$ cat config.mk
export PLATFORM = sky130hd
export DESIGN_NAME = bt_dir_rx
export DESIGN_NICKNAME = d
export VERILOG_FILES = /design/src/rtl/bt_dir_rx.sv
export SDC_FILE = /design/constraint.sdc
export NUM_CORES = 1
export LEC_CHECK = 0
export ABC_AREA = 0
export BUFFER_PORTS_ARGS = -buffer_cell sky130_fd_sc_hd__buf_2
export CAP_MARGIN = 25
export CORE_MARGIN = 10
export CORE_UTILIZATION = 53
export CTS_CLUSTER_DIAMETER = 80
export DETAILED_ROUTE_END_ITERATION = 16
export PLACE_DENSITY = 0.78
export SETUP_SLACK_MARGIN = 0.2
export SLEW_MARGIN = 10
export SYNTH_ARGS = -nofsm -noshare
export SYNTH_HDL_FRONTEND = slang
export SYNTH_SLANG_ARGS = --single-unit
$ cat constraint.sdc
create_clock -name clk -period 2 [get_ports clk]
set_clock_uncertainty 0.1 [all_clocks]
set_input_delay 0 -clock clk [delete_from_list [all_inputs] [get_ports clk]]
set_output_delay 0 -clock clk [all_outputs]
set_load 0.1 [all_outputs]
$ cat src/rtl/bt_dir_rx.sv
// Purpose : 8N1 UART receiver for the Bluetooth module TX line; decodes L/U/D/R/S (either case) into a one-hot direction.
// Latency : data_valid about CLKS_PER_BIT*9.5 + 3 clocks after the start-bit falling edge at get.
// Backpr. : none; data_valid is a single-cycle pulse and the consumer must take data_out/dir on that cycle.
//
// Ports:
//    clk        system clock, rising edge
//    rst        asynchronous active-low reset
//    get        serial RX line (idles high, asynchronous to clk)
//    dir        registered one-hot direction [3]=left [2]=up [1]=down [0]=right, 0 = stop
//    data_out   last correctly framed byte
//    data_valid one-cycle pulse when data_out updates
//
// Optional build macro DIR_TIMEOUT_EN: forces dir to 0 after TIMEOUT_CYCLES clocks with no valid frame.

module bt_dir_rx #(
   parameter int CLK_FREQ       = 100_000_000,
   parameter int BAUD           = 9600,
   parameter int CLKS_PER_BIT   = CLK_FREQ / BAUD,
   parameter int TIMEOUT_CYCLES = 50_000_000
) (
   input  logic       clk,
   input  logic       rst,
   input  logic       get,
   output logic [3:0] dir,
   output logic [7:0] data_out,
   output logic       data_valid
);

   // The half-bit wait in START needs at least two clocks per bit.
   if (CLKS_PER_BIT < 2 || TIMEOUT_CYCLES < 1) begin : g_bad_cfg
      $error("bt_dir_rx: CLKS_PER_BIT must be >= 2 and TIMEOUT_CYCLES >= 1");
   end

   localparam int CW = $clog2(CLKS_PER_BIT);
   localparam logic [CW-1:0] BIT_LAST  = CW'(CLKS_PER_BIT - 1);
   localparam logic [CW-1:0] HALF_LAST = CW'(CLKS_PER_BIT / 2 - 1);

   typedef enum logic [2:0] {
      IDLE      = 3'd0,
      START     = 3'd1,
      DATA      = 3'd2,
      STOP      = 3'd3,
      WAIT_HIGH = 3'd4
   } state_t;

   state_t        state;
   logic          rx_m;
   logic          rx_s;
   logic [CW-1:0] cnt;
   logic [2:0]    bit_cnt;
   logic [7:0]    shreg;
   // Set for one cycle after a good stop bit; outputs commit on the following clock.
   logic          frame_ok;
   logic          cmd_hit;
   logic [3:0]    cmd_dir;

   // Clearing bit 5 folds lowercase letters onto uppercase; no other byte aliases a command.
   always_comb begin
      cmd_hit = 1'b1;
      cmd_dir = 4'b0000;
      case (shreg & 8'hDF)
         8'h4C:   cmd_dir = 4'b1000;
         8'h55:   cmd_dir = 4'b0100;
         8'h44:   cmd_dir = 4'b0010;
         8'h52:   cmd_dir = 4'b0001;
         8'h53:   cmd_dir = 4'b0000;
         default: cmd_hit = 1'b0;
      endcase
   end

`ifdef DIR_TIMEOUT_EN
   localparam int TW = $clog2(TIMEOUT_CYCLES + 1);
   localparam logic [TW-1:0] TMO_MAX = TW'(TIMEOUT_CYCLES);
   logic [TW-1:0] tmo_cnt;

   // Saturating inactivity counter, restarted by every valid frame.
   always_ff @(posedge clk or negedge rst) begin
      if (!rst) begin
         tmo_cnt <= '0;
      end else if (frame_ok) begin
         tmo_cnt <= '0;
      end else if (tmo_cnt != TMO_MAX) begin
         tmo_cnt <= tmo_cnt + TW'(1);
      end
   end
`endif

   always_ff @(posedge clk or negedge rst) begin
      if (!rst) begin
         rx_m       <= 1'b1;
         rx_s       <= 1'b1;
         state      <= IDLE;
         cnt        <= '0;
         bit_cnt    <= '0;
         shreg      <= '0;
         frame_ok   <= 1'b0;
         dir        <= 4'b0000;
         data_out   <= 8'h00;
         data_valid <= 1'b0;
      end else begin
         rx_m       <= get;
         rx_s       <= rx_m;
         data_valid <= 1'b0;
         frame_ok   <= 1'b0;

         if (frame_ok) begin
            data_out   <= shreg;
            data_valid <= 1'b1;
            if (cmd_hit) dir <= cmd_dir;
         end
`ifdef DIR_TIMEOUT_EN
         else if (tmo_cnt == TMO_MAX) begin
            dir <= 4'b0000;
         end
`endif

         case (state)
            IDLE: begin
               cnt     <= '0;
               bit_cnt <= '0;
               if (!rx_s) state <= START;
            end
            START: begin
               if (cnt == HALF_LAST) begin
                  cnt     <= '0;
                  bit_cnt <= '0;
                  // A high line at mid start bit is a glitch, not a frame.
                  state   <= rx_s ? IDLE : DATA;
               end else begin
                  cnt <= cnt + CW'(1);
               end
            end
            DATA: begin
               if (cnt == BIT_LAST) begin
                  cnt   <= '0;
                  shreg <= {rx_s, shreg[7:1]};
                  if (bit_cnt == 3'd7) state <= STOP;
                  else bit_cnt <= bit_cnt + 3'd1;
               end else begin
                  cnt <= cnt + CW'(1);
               end
            end
            STOP: begin
               if (cnt == BIT_LAST) begin
                  cnt <= '0;
                  if (rx_s) begin
                     frame_ok <= 1'b1;
                     state    <= IDLE;
                  end else begin
                     // Framing error or break: drop the byte and wait for the line to recover.
                     state <= WAIT_HIGH;
                  end
               end else begin
                  cnt <= cnt + CW'(1);
               end
            end
            WAIT_HIGH: begin
               if (rx_s) state <= IDLE;
            end
            default: state <= IDLE;
         endcase
      end
   end

endmodule

==> metrics <==
crit path capture=bit_cnt[0]$_DFFE_PN0P_; logic gate share of total power=0.016; overall routed net length=5230 um; remaining global-route overflow=0; cell-internal power=approximately 1300 uW; Fmax=approximately 500 MHz; Die H=84.2 um; Slew Viols, Final=0; first-pass GRT wire length=about 8200 um; crit path capture type=flop; CTS Sinks=between 40 and 50; clock buffer count from CTS=5; Worst Setup SP=cnt[9]$_DFFE_PN0P_; core area=4000 um2; share of layout cells above drive strength 1=0.443; commonest non-fill, non-tap cells in the layout=dfrtp_1, buf_4, buf_2, nand2_1, nor2_1; WP depth=5; commonest non-fill, non-tap cell in the layout=dfrtp_1; worst path buffer plus inverter count=0; Seq pwr share=0.550; Setup CP Type=flop to flop; run status=complete, no violations; Synth area leaders=dfrtp_1, mux2_4, mux2_2, dfstp_2, nand2_1; placed cell count=262; number of enable flip-flop cells after synthesis=0; RR Endpoint=bit_cnt[0]$_DFFE_PN0P_; register area share after synthesis=0.505; WL/cell=18.4 um; Synth cell types=51; biggest area consumer among synthesized cells=dfrtp_1; fin crit share=0.998; area grow syn2layout=25.3%; HPWL Detailed=3380 um; CP delay by family, top=simple AND/OR/NAND/NOR gates; CP arrival=2.09 ns; aggregate global-route resource usage=0.139; Routability Congestion=0.867; Worst Hold Class=input pin to async pin; Crit path largest cell delay=0.43 ns; dominant synthesized flop cell=dfrtp_1; Synth Instances=183; Worst R2R Path Depth=5; Power Density=approximately 590 nW/um2; Worst-Skew Late Latency=roughly 0.3 ns; Worst Path Max Fanout=3; ys async rst share=1.00; power share of the clock group=0.434; Critical Path RT=2.09 ns; ant diodes=0; 1st-iter DRT viols=184; Sw Share=0.215; Hold WS=0.0143 ns; Setup violations, final=0; Mapped Area=around 2200 um2; CTS tree=built; Total Power=1630 uW; Slew @ Worst Pin=0.526 ns; vias in the first global route=1,716; clk buf depth=2; Final Hold Fails=0; final std cells w/o fill=285; CTS clock-pin slew for the worst setup and hold paths=0.09 ns; port bufs=15; reg2reg setup slack=0.004 ns; initial core utilization=0.546; Slowest cell on crit path=dfrtp_1; CTS root buf=clkbuf_8; Final nets=240; iteration count of the initial detailed-routing pass=4; Synth Register Bits=44; largest net degree at the start of global routing=24; Yosys top cell area share=0.481; relative slew slack=0.649; DR DRC count=0; Ports=16; Reg-to-Reg Start=cnt[9]$_DFFE_PN0P_; min Tclk post-route=2.00 ns; final core occ=0.684; vias=1,718; Post-Syn Nets=189; Max Cap Viol=0; Die ar.=about 7100 um2; leakage=approximately 0.0013 uW; Die X=around 84 um; worst-path cell chain=nor4_4 > nand4_4 > o31a_1 > or3_4 > mux2_4; post-DR vias/cell=about 6.0; RSZ-0062 raised after global routing=yes; initial antenna violation count=0; H-tree levels=2; Psw=about 350 uW; crit path launch type=flop; setup TNS=0 ns; Final ANT Viol Nets=0; Synthesis Warnings=0; syn avg cell area=between 10 and 15 um2; Max VDD drop=0.408 mV; FP Rows=23
-- layer usage --
metal  vias up  wire (um)  share of wire  global-route usage
li1        789          -              -                   -
met1       862       2060           0.39               0.147
met2        50       2800           0.53               0.245
met3        17        213          0.041              0.0309
met4         0        159          0.030              0.0852
met5         -          0              0                   0
-- area by class of cell --
| cell class | instances | area [um2] |
|---|---|---|
| Inverter | 1 | 3.75 |
| Clock buffer | 5 | 68.8 |
| Timing Repair Buffer | 53 | 369 |
| Multi-Input combinational cell | 129 | 1080 |
| Fill cell | 278 | 1260 |
| Tap cell | 50 | 62.6 |
| Clock inverter | 3 | 46.3 |
| Sequential cell | 44 | 1110 |
-- cells by family (layout without fill, tap and decap cells) --
kind of cell,after synthesis,count (layout),synth area share
AOI/OAI and AO/OA,42,43,0.140
muxes,19,19,0.113
DFF,44,44,0.505
and+or+nand+nor,63,63,0.185
buffers and inverters,11,62,0.0355
xor gates and xnor gates,1,1,0.00401
adders and majority gates,3,3,0.0172
-- state kept, by name (all words and copies together), names as in the netlist --
register / cells
bit_cnt: 3
cnt: 14
data_out: 8
data_valid: 1
dir: 4
frame_ok: 1
rx_m: 1
rx_s: 1
shreg: 8
state: 3
-- worst register-to-register path: cells and delay by family, from the launching register on --
family	cells	cell delay, ns
AND/OR/NAND/NOR	3	0.85
flip-flops	1	0.43
multiplexers	1	0.26
AO/OA/AOI/OAI	1	0.25
-- Yosys cell counts, types with 2 or more instances --
cell	number
nand2b_1	3
nand4_1	3
o21ai_0	3
dfstp_2	2
buf_4	2
mux2_4	9
a21oi_1	9
nand3_1	6
nor2_1	12
o41ai_1	2
nor4b_1	2
or4bb_1	2
buf_2	2
and4_2	2
nor3_1	2
a21o_1	3
and4_1	2
nand3b_1	4
nand2_1	14
clkbuf_1	2
buf_6	2
or2b_2	2
a22o_1	6
a31oi_1	8
mux2_2	9
ha_1	3
dfrtp_1	42
o21bai_1	2
-- worst min-delay path by stage --
| stage | end | slack, ns | depth (start not counted) |
|---|---|---|---|
| final | shreg[1]$_DFFE_PN0P_ | 0.01 | 2 |
| after global routing | dir[0]$_DFFE_PN0P_ | 0.04 | 2 |
| after CTS | dir[0]$_DFFE_PN0P_ | 0.01 | 2 |
| after detailed placement | dir[3]$_DFFE_PN0P_ | -0.19 | 1 |
| after global placement | bit_cnt[0]$_DFFE_PN0P_ | -0.20 | 1 |
| after floorplan | bit_cnt[0]$_DFFE_PN0P_ | -0.40 | 0 |
-- per-stage QoR --
| step | instance area [um2] | worst slack, ns |
|---|---|---|
| 6_report | 2740 | 0.00365 |
| 5_1_grt | 2740 | -0.0463 |
| 3_5_place_dp | 2430 | -0.0515 |
| 3_3_place_gp | 2430 | 0.0341 |
| 2_1_floorplan | 2200 | 0.0252 |
| 4_1_cts | 2620 | 0.0151 |
-- power groups by stage --
| stage | sequential (uW) | combinational [uW] | clock (uW) |
|---|---|---|---|
| after detailed placement | 912 | 23.9 | 0 |
| after global placement | 912 | 22.9 | 0 |
| after CTS | 894 | 26.9 | 710 |
| after global routing | 895 | 29.8 | 749 |
| final | 895 | 26.0 | 705 |
| after floorplan | 912 | 0.873 | 0 |
-- timing repair --
action,4_1_cts,5_1_grt
cloned,0,1
setup buffers,3,9
endpoints found under the setup margin,29,30
pin swaps,5,7
hold endpoints to repair,43,0
gates resized for setup,8,7
hold buffers,2,0
No activity file was read; power rests on OpenSTA's default activity.
